**config.mk**
```make
export PLATFORM = sky130hd
export DESIGN_NAME = mem_port_arbiter_flat
export DESIGN_NICKNAME = d
export VERILOG_FILES = /design/src/rtl/mem_port_arbiter_pkg.sv /design/src/rtl/mem_port_arbiter_if.sv /design/src/rtl/mem_port_arbiter_mem_tag_table.sv /design/src/rtl/mem_port_arbiter.sv /design/src/flat_wrapper.sv
export SDC_FILE = /design/constraint.sdc
export NUM_CORES = 1
export LEC_CHECK = 0
export CAP_MARGIN = 20
export CORE_AREA = 10 10 159 161
export DETAILED_ROUTE_END_ITERATION = 7
export DIE_AREA = 0 0 169 171
export PLACE_DENSITY_LB_ADDON = 0.12
export SYNTH_ARGS = -nofsm -noshare
export SYNTH_HDL_FRONTEND = slang
export SYNTH_HIERARCHICAL = 1
export SYNTH_SLANG_ARGS = --single-unit
export TNS_END_PERCENT = 100
```
**constraint.sdc**
```tcl
create_clock -name clk -period 4.1 [get_ports clk]
set_input_delay 0.41 -clock clk [delete_from_list [all_inputs] [get_ports clk]]
set_output_delay 0.41 -clock clk [all_outputs]
set_load 0.005 [all_outputs]
```
**src/rtl/mem_port_arbiter_pkg.sv**
```systemverilog
`default_nettype none
// ============================================================================
//  Module   : mem_port_arbiter_pkg
//  Purpose  : Shared widths, memory command encoding, requester identity and
//             tag-table entry layout for the LSU/IF memory port arbiter.
//  Revision : 1.0 - initial release
// ============================================================================
package mem_port_arbiter_pkg;

  // Bus widths are fixed for the whole slice so the interface, the arbiter
  // and the tag table always agree.
  localparam int ADDR_W    = 32;
  localparam int DATA_W    = 64;
  localparam int MEM_TAG_W = 4;
  localparam int NUM_TAGS  = 1 << MEM_TAG_W;

  // Command presented to the memory model.
  typedef enum logic [1:0] {
    MEM_NONE  = 2'b00,
    MEM_LOAD  = 2'b01,
    MEM_STORE = 2'b10
  } mem_cmd_e;

  // Which requester a response belongs to.
  typedef enum logic {
    OWNER_LSU = 1'b0,
    OWNER_IF  = 1'b1
  } owner_e;

  // One outstanding-tag record. A stale entry still occupies its tag until
  // the memory answers, but its data is dropped.
  typedef struct packed {
    logic   valid;
    owner_e owner;
    logic   stale;
  } mem_tag_entry_t;

  // An entry whose response should be delivered to its owner.
  function automatic logic entry_live(input mem_tag_entry_t e);
    return e.valid && !e.stale;
  endfunction

endpackage
`default_nettype wire

```
**src/rtl/mem_port_arbiter_if.sv**
```systemverilog
`default_nettype none
// ============================================================================
//  Module   : mem_port_arbiter_if
//  Purpose  : Bundles the LSU, instruction-fetch and memory-side signals of
//             the shared memory port. The slave modport is the arbiter's
//             view; the master modport is the surrounding pipeline/memory.
//  Revision : 1.0 - initial release
// ============================================================================
interface mem_port_arbiter_if
  import mem_port_arbiter_pkg::*;
  ();

  // LSU side
  logic              ls_req;
  logic              ls_is_store;
  logic [ADDR_W-1:0] ls_addr;
  logic [DATA_W-1:0] ls_wdata;
  logic              ls_ack;
  logic              ls_rvalid;
  logic [DATA_W-1:0] ls_rdata;

  // Instruction-fetch side
  logic              if_req;
  logic [ADDR_W-1:0] if_addr;
  logic              if_ack;
  logic              if_rvalid;
  logic [DATA_W-1:0] if_rdata;

  // Memory side
  mem_cmd_e             proc2mem_command;
  logic [ADDR_W-1:0]    proc2mem_addr;
  logic [DATA_W-1:0]    proc2mem_data;
  logic [MEM_TAG_W-1:0] mem2proc_response;
  logic [MEM_TAG_W-1:0] mem2proc_tag;
  logic [DATA_W-1:0]    mem2proc_data;

  // Arbiter view
  modport slave (
    input  ls_req, ls_is_store, ls_addr, ls_wdata,
    output ls_ack, ls_rvalid, ls_rdata,
    input  if_req, if_addr,
    output if_ack, if_rvalid, if_rdata,
    output proc2mem_command, proc2mem_addr, proc2mem_data,
    input  mem2proc_response, mem2proc_tag, mem2proc_data
  );

  // Pipeline + memory view
  modport master (
    output ls_req, ls_is_store, ls_addr, ls_wdata,
    input  ls_ack, ls_rvalid, ls_rdata,
    output if_req, if_addr,
    input  if_ack, if_rvalid, if_rdata,
    input  proc2mem_command, proc2mem_addr, proc2mem_data,
    output mem2proc_response, mem2proc_tag, mem2proc_data
  );

endinterface
`default_nettype wire

```
**src/rtl/mem_port_arbiter_mem_tag_table.sv**
```systemverilog
`default_nettype none
// ============================================================================
//  Module   : mem_tag_table
//  Purpose  : Registered table of outstanding memory tags. One allocate port,
//             one retire/lookup port (combinational lookup, clear on the next
//             edge) and a bulk stale-mark used on pipeline flush.
//  Revision : 1.0 - initial release
// ============================================================================
module mem_tag_table
  import mem_port_arbiter_pkg::*;
(
  input  wire logic                 clk,
  input  wire logic                 reset,
  input  wire logic                 flush,
  input  wire logic                 i_alloc_en,
  input  wire logic [MEM_TAG_W-1:0] i_alloc_tag,
  input  wire owner_e               i_alloc_owner,
  input  wire logic [MEM_TAG_W-1:0] i_lookup_tag,
  output      logic                 o_hit,
  output      owner_e               o_hit_owner
);

  mem_tag_entry_t r_table [NUM_TAGS];
  mem_tag_entry_t w_next  [NUM_TAGS];
  mem_tag_entry_t w_lookup;
  logic           w_retire;

  // Tag 0 is never a real response, so it neither hits nor retires.
  assign w_retire    = (i_lookup_tag != '0);
  assign w_lookup    = r_table[i_lookup_tag];
  assign o_hit       = w_retire && entry_live(w_lookup);
  assign o_hit_owner = w_lookup.owner;

  for (genvar gi = 0; gi < NUM_TAGS; gi++) begin : g_entry
    // Next-state per entry: flush marks stale, retire clears, allocate last so it wins.
    always_comb begin
      w_next[gi] = r_table[gi];
      if (flush && r_table[gi].valid) begin
        w_next[gi].stale = 1'b1;
      end
      if (w_retire && (i_lookup_tag == MEM_TAG_W'(gi))) begin
        w_next[gi] = '0;
      end
      if (i_alloc_en && (i_alloc_tag == MEM_TAG_W'(gi))) begin
        w_next[gi].valid = 1'b1;
        w_next[gi].owner = i_alloc_owner;
        w_next[gi].stale = flush;
      end
    end
  end

  // Table storage; reset forgets every outstanding tag.
  always_ff @(posedge clk) begin
    if (reset) begin
      for (int i = 0; i < NUM_TAGS; i++) begin
        r_table[i] <= '0;
      end
    end else begin
      r_table <= w_next;
    end
  end

endmodule
`default_nettype wire

```
**src/rtl/mem_port_arbiter.sv**
```systemverilog
`default_nettype none
// ============================================================================
//  Module   : mem_port_arbiter
//  Purpose  : Shares one tagged memory port between the LSU and instruction
//             fetch. LSU has priority; a starvation counter forces IF to win
//             after STARVE_LIMIT consecutive denials. Responses are routed
//             back to the owner recorded for their tag.
//  Revision : 1.0 - initial release
// ============================================================================
module mem_port_arbiter
  import mem_port_arbiter_pkg::*;
#(
  parameter int STARVE_LIMIT = 4
) (
  input wire logic          clk,
  input wire logic          reset,
  input wire logic          flush,
  mem_port_arbiter_if.slave bus
);

  localparam int               CNT_W        = $clog2(STARVE_LIMIT + 1);
  localparam logic [CNT_W-1:0] C_STARVE_MAX = CNT_W'(STARVE_LIMIT);

  logic [CNT_W-1:0] r_starve_cnt;
  logic             w_if_win;
  logic             w_ls_win;
  logic             w_accepted;
  logic             w_alloc_en;
  owner_e           w_alloc_owner;
  logic             w_hit;
  owner_e           w_hit_owner;
  logic             w_ls_rvalid;
  logic             w_if_rvalid;

  // Grant: IF only beats a requesting LSU once it has been starved long enough.
  assign w_if_win   = bus.if_req && (!bus.ls_req || (r_starve_cnt == C_STARVE_MAX));
  assign w_ls_win   = bus.ls_req && !w_if_win;
  assign w_accepted = (bus.mem2proc_response != '0);

  assign bus.ls_ack = w_ls_win && w_accepted;
  assign bus.if_ack = w_if_win && w_accepted;

  // Winner drives the memory port; store data only travels with a store.
  always_comb begin
    bus.proc2mem_command = MEM_NONE;
    bus.proc2mem_addr    = '0;
    bus.proc2mem_data    = '0;
    if (w_if_win) begin
      bus.proc2mem_command = MEM_LOAD;
      bus.proc2mem_addr    = bus.if_addr;
    end else if (w_ls_win) begin
      bus.proc2mem_addr = bus.ls_addr;
      if (bus.ls_is_store) begin
        bus.proc2mem_command = MEM_STORE;
        bus.proc2mem_data    = bus.ls_wdata;
      end else begin
        bus.proc2mem_command = MEM_LOAD;
      end
    end
  end

  // Stores get no data response, so only accepted loads/fetches own a tag.
  assign w_alloc_en    = w_accepted && (w_if_win || (w_ls_win && !bus.ls_is_store));
  assign w_alloc_owner = w_if_win ? OWNER_IF : OWNER_LSU;

  // Count consecutive IF denials, saturating at the limit; flush does not touch it.
  always_ff @(posedge clk) begin
    if (reset) begin
      r_starve_cnt <= '0;
    end else if (!bus.if_req || bus.if_ack) begin
      r_starve_cnt <= '0;
    end else if (r_starve_cnt != C_STARVE_MAX) begin
      r_starve_cnt <= r_starve_cnt + 1'b1;
    end
  end

  mem_tag_table u_tag_table (
    .clk           (clk),
    .reset         (reset),
    .flush         (flush),
    .i_alloc_en    (w_alloc_en),
    .i_alloc_tag   (bus.mem2proc_response),
    .i_alloc_owner (w_alloc_owner),
    .i_lookup_tag  (bus.mem2proc_tag),
    .o_hit         (w_hit),
    .o_hit_owner   (w_hit_owner)
  );

  // Response routing with zero added latency; rdata is forced to 0 when not valid.
  assign w_ls_rvalid   = w_hit && (w_hit_owner == OWNER_LSU);
  assign w_if_rvalid   = w_hit && (w_hit_owner == OWNER_IF);
  assign bus.ls_rvalid = w_ls_rvalid;
  assign bus.if_rvalid = w_if_rvalid;
  assign bus.ls_rdata  = w_ls_rvalid ? bus.mem2proc_data : '0;
  assign bus.if_rdata  = w_if_rvalid ? bus.mem2proc_data : '0;

endmodule
`default_nettype wire
```
**src/flat_wrapper.sv**
```systemverilog
// flat-port wrapper written by rule: the top's interface ports become plain ports
module mem_port_arbiter_flat import mem_port_arbiter_pkg::*;
#(
  parameter int STARVE_LIMIT = 4
)
  (clk, reset, flush, bus_ls_req, bus_ls_is_store, bus_ls_addr, bus_ls_wdata, bus_ls_ack, bus_ls_rvalid, bus_ls_rdata, bus_if_req, bus_if_addr, bus_if_ack, bus_if_rvalid, bus_if_rdata, bus_proc2mem_command, bus_proc2mem_addr, bus_proc2mem_data, bus_mem2proc_response, bus_mem2proc_tag, bus_mem2proc_data);
  mem_port_arbiter_if bus_i ();
  input wire logic clk;
  input wire logic reset;
  input wire logic flush;
  input wire logic [$bits(bus_i.ls_req)-1:0] bus_ls_req;
  input wire logic [$bits(bus_i.ls_is_store)-1:0] bus_ls_is_store;
  input wire logic [$bits(bus_i.ls_addr)-1:0] bus_ls_addr;
  input wire logic [$bits(bus_i.ls_wdata)-1:0] bus_ls_wdata;
  output wire logic [$bits(bus_i.ls_ack)-1:0] bus_ls_ack;
  output wire logic [$bits(bus_i.ls_rvalid)-1:0] bus_ls_rvalid;
  output wire logic [$bits(bus_i.ls_rdata)-1:0] bus_ls_rdata;
  input wire logic [$bits(bus_i.if_req)-1:0] bus_if_req;
  input wire logic [$bits(bus_i.if_addr)-1:0] bus_if_addr;
  output wire logic [$bits(bus_i.if_ack)-1:0] bus_if_ack;
  output wire logic [$bits(bus_i.if_rvalid)-1:0] bus_if_rvalid;
  output wire logic [$bits(bus_i.if_rdata)-1:0] bus_if_rdata;
  output wire logic [$bits(bus_i.proc2mem_command)-1:0] bus_proc2mem_command;
  output wire logic [$bits(bus_i.proc2mem_addr)-1:0] bus_proc2mem_addr;
  output wire logic [$bits(bus_i.proc2mem_data)-1:0] bus_proc2mem_data;
  input wire logic [$bits(bus_i.mem2proc_response)-1:0] bus_mem2proc_response;
  input wire logic [$bits(bus_i.mem2proc_tag)-1:0] bus_mem2proc_tag;
  input wire logic [$bits(bus_i.mem2proc_data)-1:0] bus_mem2proc_data;
  assign bus_i.ls_req = bus_ls_req;
  assign bus_i.ls_is_store = bus_ls_is_store;
  assign bus_i.ls_addr = bus_ls_addr;
  assign bus_i.ls_wdata = bus_ls_wdata;
  assign bus_ls_ack = bus_i.ls_ack;
  assign bus_ls_rvalid = bus_i.ls_rvalid;
  assign bus_ls_rdata = bus_i.ls_rdata;
  assign bus_i.if_req = bus_if_req;
  assign bus_i.if_addr = bus_if_addr;
  assign bus_if_ack = bus_i.if_ack;
  assign bus_if_rvalid = bus_i.if_rvalid;
  assign bus_if_rdata = bus_i.if_rdata;
  assign bus_proc2mem_command = bus_i.proc2mem_command;
  assign bus_proc2mem_addr = bus_i.proc2mem_addr;
  assign bus_proc2mem_data = bus_i.proc2mem_data;
  assign bus_i.mem2proc_response = bus_mem2proc_response;
  assign bus_i.mem2proc_tag = bus_mem2proc_tag;
  assign bus_i.mem2proc_data = bus_mem2proc_data;
  mem_port_arbiter #(.STARVE_LIMIT(STARVE_LIMIT)) u_core (.clk(clk), .reset(reset), .flush(flush), .bus(bus_i));
endmodule
```
# Word-level counts from Yosys, hierarchy flattened
# Cells that the tools add are included.
[totals] regBits=51 out_inout_bits=230 wordCells=250
[classes] eq_ne=32 n_addsub=1 reduce_logical=103 muxes=62 bitwise_logic=2 order_cmp=1
[ops] cell="$mux 64" count=5
[ops] cell="$mux 3" count=34
[ops] cell="$eq 4x4->1 const B" count=16
[ops] cell="$mux 32" count=2
[ops] cell="$logic_and 1x1->1" count=58
[ops] cell="$reduce_bool 3->1" count=16
[ops] cell="$eq 4x3->1 const B" count=8
[ops] cell="$reduce_bool 2->1" count=16
[ops] cell="$mux 1" count=17
[ops] cell="$eq 4x2->1 const B" count=4
[ops] cell="$bmux 3 s4" count=1
[ops] cell="$eq 4x1->1 const B" count=2
[ops] cell="$logic_not 4->1" count=2
[ops] cell="$reduce_bool 4->1" count=2
[ops] cell="$mux 2" count=3
[ops] cell="$ge 5x5->1 const B" count=1
[ops] cell="$logic_not 1->1" count=5
[ops] cell="$not 4->5" count=1
[ops] cell="$add 3x1->3 const B" count=1
[ops] cell="$eq 3x3->1 const B" count=1
[ops] cell="$logic_or 1x1->1" count=3
[ops] cell="$ne 3x3->1 const B" count=1
[ops] cell="$reduce_or 2->1" count=1
[ops] cell="$not 1->1" count=1

# Longest topological paths before layout
# Gate-level depths: netlist (run 1).
[depth] ltp_word=10 depth_mapped=12 ltp_nobuf=9

# By module
# The synthesis (run 1) kept the hierarchy.
[modules_own_cells] mod="mem_tag_table" cells_each=256 instances=1 seq_area_each_um2=940.9 area_each_um2=2416.1
[modules_own_cells] mod="mem_port_arbiter" cells_each=357 instances=1 seq_area_each_um2=60.1 area_each_um2=2208.4

# Worst setup path after synthesis (run 1)
# No wires, ideal clock.
[synth_timing] path_type="input port to output port" start="input port bus_mem2proc_tag[0]" end="output port bus_ls_rdata[10]" required_ps=3690 cell_stages=7 setup_slack_ps=1460 t_arrival_ps=2230 cell_sequence="buf_6 > mux4_1 > mux4_2 > nor2b_1 > clkbuf_2 > clkbuf_1 > and2_1"
[synth_lines] element="start: declaration" line_no="flat_wrapper.sv:27" rtl="input wire logic [$bits(bus_i.mem2proc_tag)-1:0] bus_mem2proc_tag;"
[synth_lines] element="$not 4->5 (not written as such)" line_no="mem_port_arbiter_mem_tag_table.sv:30" rtl="assign w_lookup = r_table[i_lookup_tag];"
[synth_lines] element="$bmux 3 s4" line_no="mem_port_arbiter_mem_tag_table.sv:30"
[synth_lines] element="$mux 3 (not written as such) (2 in series)" line_no="mem_port_arbiter_mem_tag_table.sv:30"
[synth_lines] element="named net u_core.w_hit_owner" line_no="mem_port_arbiter.sv:31" rtl="owner_e w_hit_owner;"
[synth_lines] element="$not 1->1" line_no="mem_port_arbiter.sv:90" rtl="assign w_ls_rvalid = w_hit && (w_hit_owner == OWNER_LSU);"
[synth_lines] element="$logic_and 1x1->1" line_no="mem_port_arbiter.sv:90"
[synth_lines] element="$mux 64" line_no="mem_port_arbiter.sv:94" rtl="assign bus.ls_rdata = w_ls_rvalid ? bus.mem2proc_data : '0;"
[synth_lines] element="end: declaration" line_no="flat_wrapper.sv:17" rtl="output wire logic [$bits(bus_i.ls_rdata)-1:0] bus_ls_rdata;"
# The timed path passes the listed nets, and every way through them passes these cells. The select of a mux whose other input is x is not followed.

# Worst setup path in the final report (run 1)
[layout_timing] start="input port bus_mem2proc_tag[0]" end="output port bus_if_rdata[6]"
[layout_lines] element="$not 4->5 (not written as such)" line_no="mem_port_arbiter_mem_tag_table.sv:30"
[layout_lines] element="$bmux 3 s4" line_no="mem_port_arbiter_mem_tag_table.sv:30"
[layout_lines] element="$mux 3 (not written as such) (2 in series)" line_no="mem_port_arbiter_mem_tag_table.sv:30"
[layout_lines] element="named net u_core.w_hit_owner" line_no="mem_port_arbiter.sv:31"
[layout_lines] element="$logic_and 1x1->1" line_no="mem_port_arbiter.sv:91" rtl="assign w_if_rvalid = w_hit && (w_hit_owner == OWNER_IF);"
[layout_lines] element="$mux 64" line_no="mem_port_arbiter.sv:95" rtl="assign bus.if_rdata = w_if_rvalid ? bus.mem2proc_data : '0;"
[layout_lines] element="end: declaration" line_no="flat_wrapper.sv:22" rtl="output wire logic [$bits(bus_i.if_rdata)-1:0] bus_if_rdata;"
# The timed path passes the listed nets, and every way through them passes these cells. The select of a mux whose other input is x is not followed.

==> results of run 1 <==
==> layer usage <==
layer | vias to the layer above | share of wire (%)
met5 | - | 0.12
met3 | 27 | 12
met1 | 2716 | 40
met4 | 6 | 0.99
met2 | 266 | 46
li1 | 2909 | -
==> worst max-delay path, delay by kind of cell <==
kind,cells,cell delay [ns]
mux,2,1.09
simple gates,1,0.25
buf+inv,4,1.62
==> Yosys cell counts, drive strengths merged, types with 5 or more instances <==
cell type  number  area share, %
a21oi          22            2.4
a22o            8            1.5
a32oi          12            2.3
and2          131             18
and3           66            8.9
buf            19            3.4
clkbuf         42            3.6
dfxtp          50             22
inv            35            2.8
mux2i          36            7.8
mux4           11            5.4
nand2          50            4.1
nand3          35            3.8
nand3b          6           0.97
nand4           5           0.68
nand4bb         6            1.5
nor2           23            1.9
nor2b          18            2.4
==> kinds of logic after synthesis <==
family | after synthesis | synth area share, %
flops | 50 | 21.6
mux | 47 | 13.2
fa+ha+maj | 2 | 0.541
buf+inv | 96 | 9.79
compound gates | 58 | 8.74
simple gates | 360 | 46.0
==> power by group through the flow <==
stage / clock network (mW) / registers (mW) / logic (mW)
2_1_floorplan: 0 / 0.507 / 0.177
3_5_place_dp: 0 / 0.509 / 0.570
3_3_place_gp: 0 / 0.510 / 0.569
6_report: 0.422 / 0.498 / 0.573
4_1_cts: 0.432 / 0.498 / 0.574
5_1_grt: 0.452 / 0.499 / 0.611
==> area by class of cell <==
class	instances	area share, %
Tap cell	285	3.80
Timing Repair Buffer	450	48.1
Antenna cell	15	0.400
Clock buffer	7	1.52
Multi-Input combinational cell	467	34.1
Sequential cell	50	10.7
Inverter	35	1.40
Clock inverter	1	0.0534
==> registers in the layout (all words and copies together), names as in the netlist <==
signal / cells
u_core/u_tag_table/r_table: 47
u_core/r_starve_cnt: 3
==> how the worst min path moves through the flow <==
stage	startpoint	cells past startpoint	slack [ns]	end
final	u_core/u_tag_table/r_table[40]	2	0.47	u_core/u_tag_table/r_table[40]
after global routing	u_core/u_tag_table/r_table[37]	2	0.49	u_core/u_tag_table/r_table[37]
after CTS	u_core/u_tag_table/r_table[40]	2	0.47	u_core/u_tag_table/r_table[40]
after detailed placement	u_core/u_tag_table/r_table[40]	2	0.46	u_core/u_tag_table/r_table[40]
after global placement	u_core/u_tag_table/r_table[37]	2	0.46	u_core/u_tag_table/r_table[37]
after floorplan	u_core/u_tag_table/r_table[47]	2	0.44	u_core/u_tag_table/r_table[47]
==> per-stage QoR <==
stage          setup WS [ns]  power, mW
6_report               0.279       1.49
5_1_grt                0.162       1.56
4_1_cts                0.285       1.50
3_5_place_dp           0.285       1.08
3_3_place_gp           0.304       1.08
2_1_floorplan           1.46      0.684
==> results.yml, run 1 <==
outcome:
  outcome: "complete, no violations"
setup_path:
  critPathRequiredTime_ns: 3.69
  timing.rr.end: "u_core/u_tag_table/r_table[15]"
  rrSetupSlack_ns: 1.37
  start_kind: "input pin"
  cp.arrival_ns: 3.41
  max_stage_delay_ns: 0.57
  crit_start: "bus_mem2proc_tag[0]"
  cpMostUsedCell: "clkdlybuf4s50_1"
  critPathSlowestCell: "mux4_1"
  setup.worst_path.end: "bus_if_rdata[6]"
  r2r-start: "u_core/r_starve_cnt[0]"
  path_max_fanout: 65
  path_cells: "clkdlybuf4s50_1 > buf_12 > mux4_1 > mux4_2 > buf_4 > and3_1 > clkdlybuf4s50_1"
  r2r_cells: 9
  cp-end-kind: "output port"
  path_class: "in2out"
clock_tree:
  cts_tree: "built"
  cts_hold_buf: 0
  cts_made_buffers: 5
  cts.sinks: 50
  htree_levels: 2
  post_cts_buffers: 0
  clk_latency_ns: 0.29
  path_clk_slew_ns: 0.06
  clockBufferDepth: 2
  cts.repair.resized: 0
  cts_root_buf: "clkbuf_16"
logic_synthesis:
  synth_cell_types: 46
  postSynthCellCount: 613
  ys_warn_count: 6
  synth-seq-area-share_pct: 21.6
  synth_area_um2: 4620
  async_flop_share_pct: 0
  synth-seq-cells: 50
  syn_nets: 821
  ys.flop_type: "dfxtp_1"
  synth_edf_count: 0
  syn_avg_cell_area_um2: 7.54
drt:
  ant_nets: 0
  drc: 0
  drtIter0Drc: 563
  vias: 5924
  totalWireLength_um: 33700
  post_drt_wl_per_cell_um: 25.8
  via_per_inst: 4.52
  firstDrtPassIters: 5
global_routing:
  grt_pass1_vias: 5947
  antenna_found_initial: 18
  track_usage_pct: 21.7
  grt_max_degree: 66
  grt_pass1_wl_um: 46000
  grtUsageMet2_pct: 34.5
  busiest_layer: "met2"
  use_met3_pct: 11.3
  grt_util_met1_pct: 25.3
  grt.overflow.total: 0
place:
  place_congestion: 0.944
  io_buffer_count: 435
  dp_cells: 1287
  place_hpwl_um: 28600
  place_area_um2: 9190
power_and_ir_drop:
  power_frac_comb_pct: 38.4
  p_leak_nw: 3.85
  p_sw_mw: 0.412
  power.internal_mw: 1.08
  power_density_nw_per_um2: 159
  p_sw_share_pct: 27.6
  seq_power_share_pct: 33.4
  clkPwrFrac_pct: 28.2
  max-vdd-ir-drop_uv: 150
sta:
  tightest_slew_ns: 0.814
  min_period_over_period_pct: 93.2
  rsz0062_at_grt: "no"
  tns_ns: 0
  relSlewSlack_pct: 45.6
  hold_viol_final: 0
  finalSetupViolCount: 0
  drv_slew: 0
  max_freq_ghz: 0.262
  hold_ws_ns: 0.470
  clock_skew_ns: 0.00475
  finalCriticalPeriod_ns: 3.82
cells_and_area:
  layout.cells.non_filler: 1310
  final_util_pct: 42.2
  final_cell_mix: "435 x clkdlybuf4s50_1, 131 x and2_1, 65 x and3_1"
  drive_above_1_share_pct: 4.16
  area_growth_pct: 103
  regArea_um2: 1000
  final_common_cell: "clkdlybuf4s50_1"
  multi_input_area_um2: 3190
  final_area_um2: 9370
  fillerInstances: 2254
  final_nets: 1217
run:
  maxCapViolations: 0
floorplanning:
  die-area_um2: 28900
  num_io_pins: 436
  fp-row-count: 55
  core-area_um2: 22200
  dieWidth_um: 169
  die_h_um: 171
  initial_core_util_pct: 20.8
hold_path:
  worstHoldPathType: "reg2reg"
(Power assumes the default switching activity.)
==> run 2: changes to the inputs <==
--- a/config.mk
+++ b/config.mk
@@ -10,6 +10,7 @@
 export DETAILED_ROUTE_END_ITERATION = 7
 export DIE_AREA = 0 0 169 171
 export PLACE_DENSITY_LB_ADDON = 0.12
+export RECOVER_POWER = 100
 export SYNTH_ARGS = -nofsm -noshare
 export SYNTH_HDL_FRONTEND = slang
 export SYNTH_HIERARCHICAL = 1
==> results.yml, run 2 (synthesis results as in run 1) <==
hold_path:
  worstHoldPathType: "reg2reg"
  hp-start: "u_core/u_tag_table/r_table[40]"
cells_and_area:
  largest_register: "u_core/u_tag_table/r_table"
  final_nets: 1217
  final_area_um2: 9340
  drive_above_1_share_pct: 3.76
  final_cell_mix: "319 x clkdlybuf4s50_1, 116 x dlygate4sd3_1, 78 x and2_1"
  area_growth_pct: 102
  fillerInstances: 2257
  regArea_um2: 1000
  reg_top3: "u_core/u_tag_table/r_table x47, u_core/r_starve_cnt x3"
  largest_reg_flops: 47
  multi_input_area_um2: 3170
  layout.cells.non_filler: 1310
  final_common_cell: "clkdlybuf4s50_1"
outcome:
  outcome: "finished with violations"
  violations: "capacitance limit, slew limit"
clock_tree:
  cts_tree: "built"
  path_clk_slew_ns: 0.06
  cts_root_buf: "clkbuf_16"
  htree_levels: 2
  clk_latency_ns: 0.29
  cts_made_buffers: 5
  cts.sinks: 50
  cts.repair.resized: 0
  cts_hold_buf: 0
  clockBufferDepth: 2
  post_cts_buffers: 0
setup_path:
  critPathRequiredTime_ns: 3.69
  path_class: "in2out"
  r2r-start: "u_core/r_starve_cnt[0]"
  cp.arrival_ns: 3.52
  crit_start: "bus_mem2proc_tag[0]"
  cp-end-kind: "output port"
  path_max_fanout: 65
  start_kind: "input pin"
sta:
  clock_skew_ns: 0.00571
  min_period_over_period_pct: 95.9
  tns_ns: 0
  hold_viol_final: 0
  finalSetupViolCount: 0
  rsz0062_at_grt: "no"
  max_freq_ghz: 0.254
  relSlewSlack_pct: -6.16
  finalCriticalPeriod_ns: 3.93
  hold_ws_ns: 0.469
  drv_slew: 34
  tightest_slew_ns: 1.59
power_and_ir_drop:
  power_density_nw_per_um2: 158
  p_leak_nw: 4.11
  max-vdd-ir-drop_uv: 151
  finalPower_mw: 1.48
floorplanning:
  die-area_um2: 28900
  num_io_pins: 436
  initial_core_util_pct: 20.8
  die_h_um: 171
  dieWidth_um: 169
  fp-row-count: 55
  core-area_um2: 22200
place:
  place_area_um2: 9190
  dp_cells: 1287
  place_congestion: 0.944
  io_buffer_count: 435
  place_hpwl_um: 28600
run:
  maxCapViolations: 1
global_routing:
  antenna_found_initial: 18
  grt_pass1_vias: 5947
  grt.overflow.total: 0
  grt_pass1_wl_um: 46000
  track_usage_pct: 21.7
  grt_max_degree: 66
drt:
  drtIter0Drc: 513
  vias: 5877
  firstDrtPassIters: 7
  totalWireLength_um: 33700
  post_drt_wl_per_cell_um: 25.7
  via_per_inst: 4.49
  drc: 0
  ant_nets: 0
==> run 2: power breakdown <==
| group | total, mW | switching, mW | internal [mW] | leakage, nW |
|---|---|---|---|---|
| Combinational | 0.554 | 0.224 | 0.329 | 3.64 |
| Clock | 0.423 | 0.181 | 0.242 | 0.0740 |
| Sequential | 0.498 | 0.00478 | 0.493 | 0.404 |
==> run 2: worst paths after layout <==
kind | slack [ns] | cells after the start | to
setup / recovery | 0.17 | 7 | bus_if_rdata[20]
hold / removal | 0.47 | 2 | u_core/u_tag_table/r_table[40]
setup reg to reg | 1.37 | 9 | u_core/u_tag_table/r_table[15]
hold reg to reg | 0.47 | 2 | u_core/u_tag_table/r_table[40]
==> run 2: cell type report <==
type | count | share of cell area [%]
Multi-Input combinational cell | 467 | 34.0
Clock buffer | 7 | 1.53
Timing Repair Buffer | 450 | 48.1
Sequential cell | 50 | 10.7
Clock inverter | 1 | 0.0536
Inverter | 35 | 1.41
Antenna cell | 15 | 0.402
Tap cell | 285 | 3.82
==> run 2: per-stage QoR <==
step / worst slack (ns) / utilization, %
2_1_floorplan: 1.46 / -
3_3_place_gp: 0.304 / 41.3
3_5_place_dp: 0.285 / 41.3
4_1_cts: 0.285 / 42.0
5_1_grt: 0.0827 / 42.0
6_report: 0.166 / 42.0
==> run 2: worst max-delay path, cell delays in order <==
cell and delay (ns):
dlygate4sd3_1 0.62, buf_12 0.21, mux4_1 0.57, mux4_2 0.52
buf_4 0.32, and3_1 0.24, dlygate4sd3_1 0.58
==> run 2: routing by layer <==
metal,GRT usage [%],vias to the layer above,wire length [um]
li1,-,2907,-
met3,11.3,23,4050
met2,34.5,245,15600
met1,25.3,2696,13600
met4,5.55,6,325
met5,0,-,40
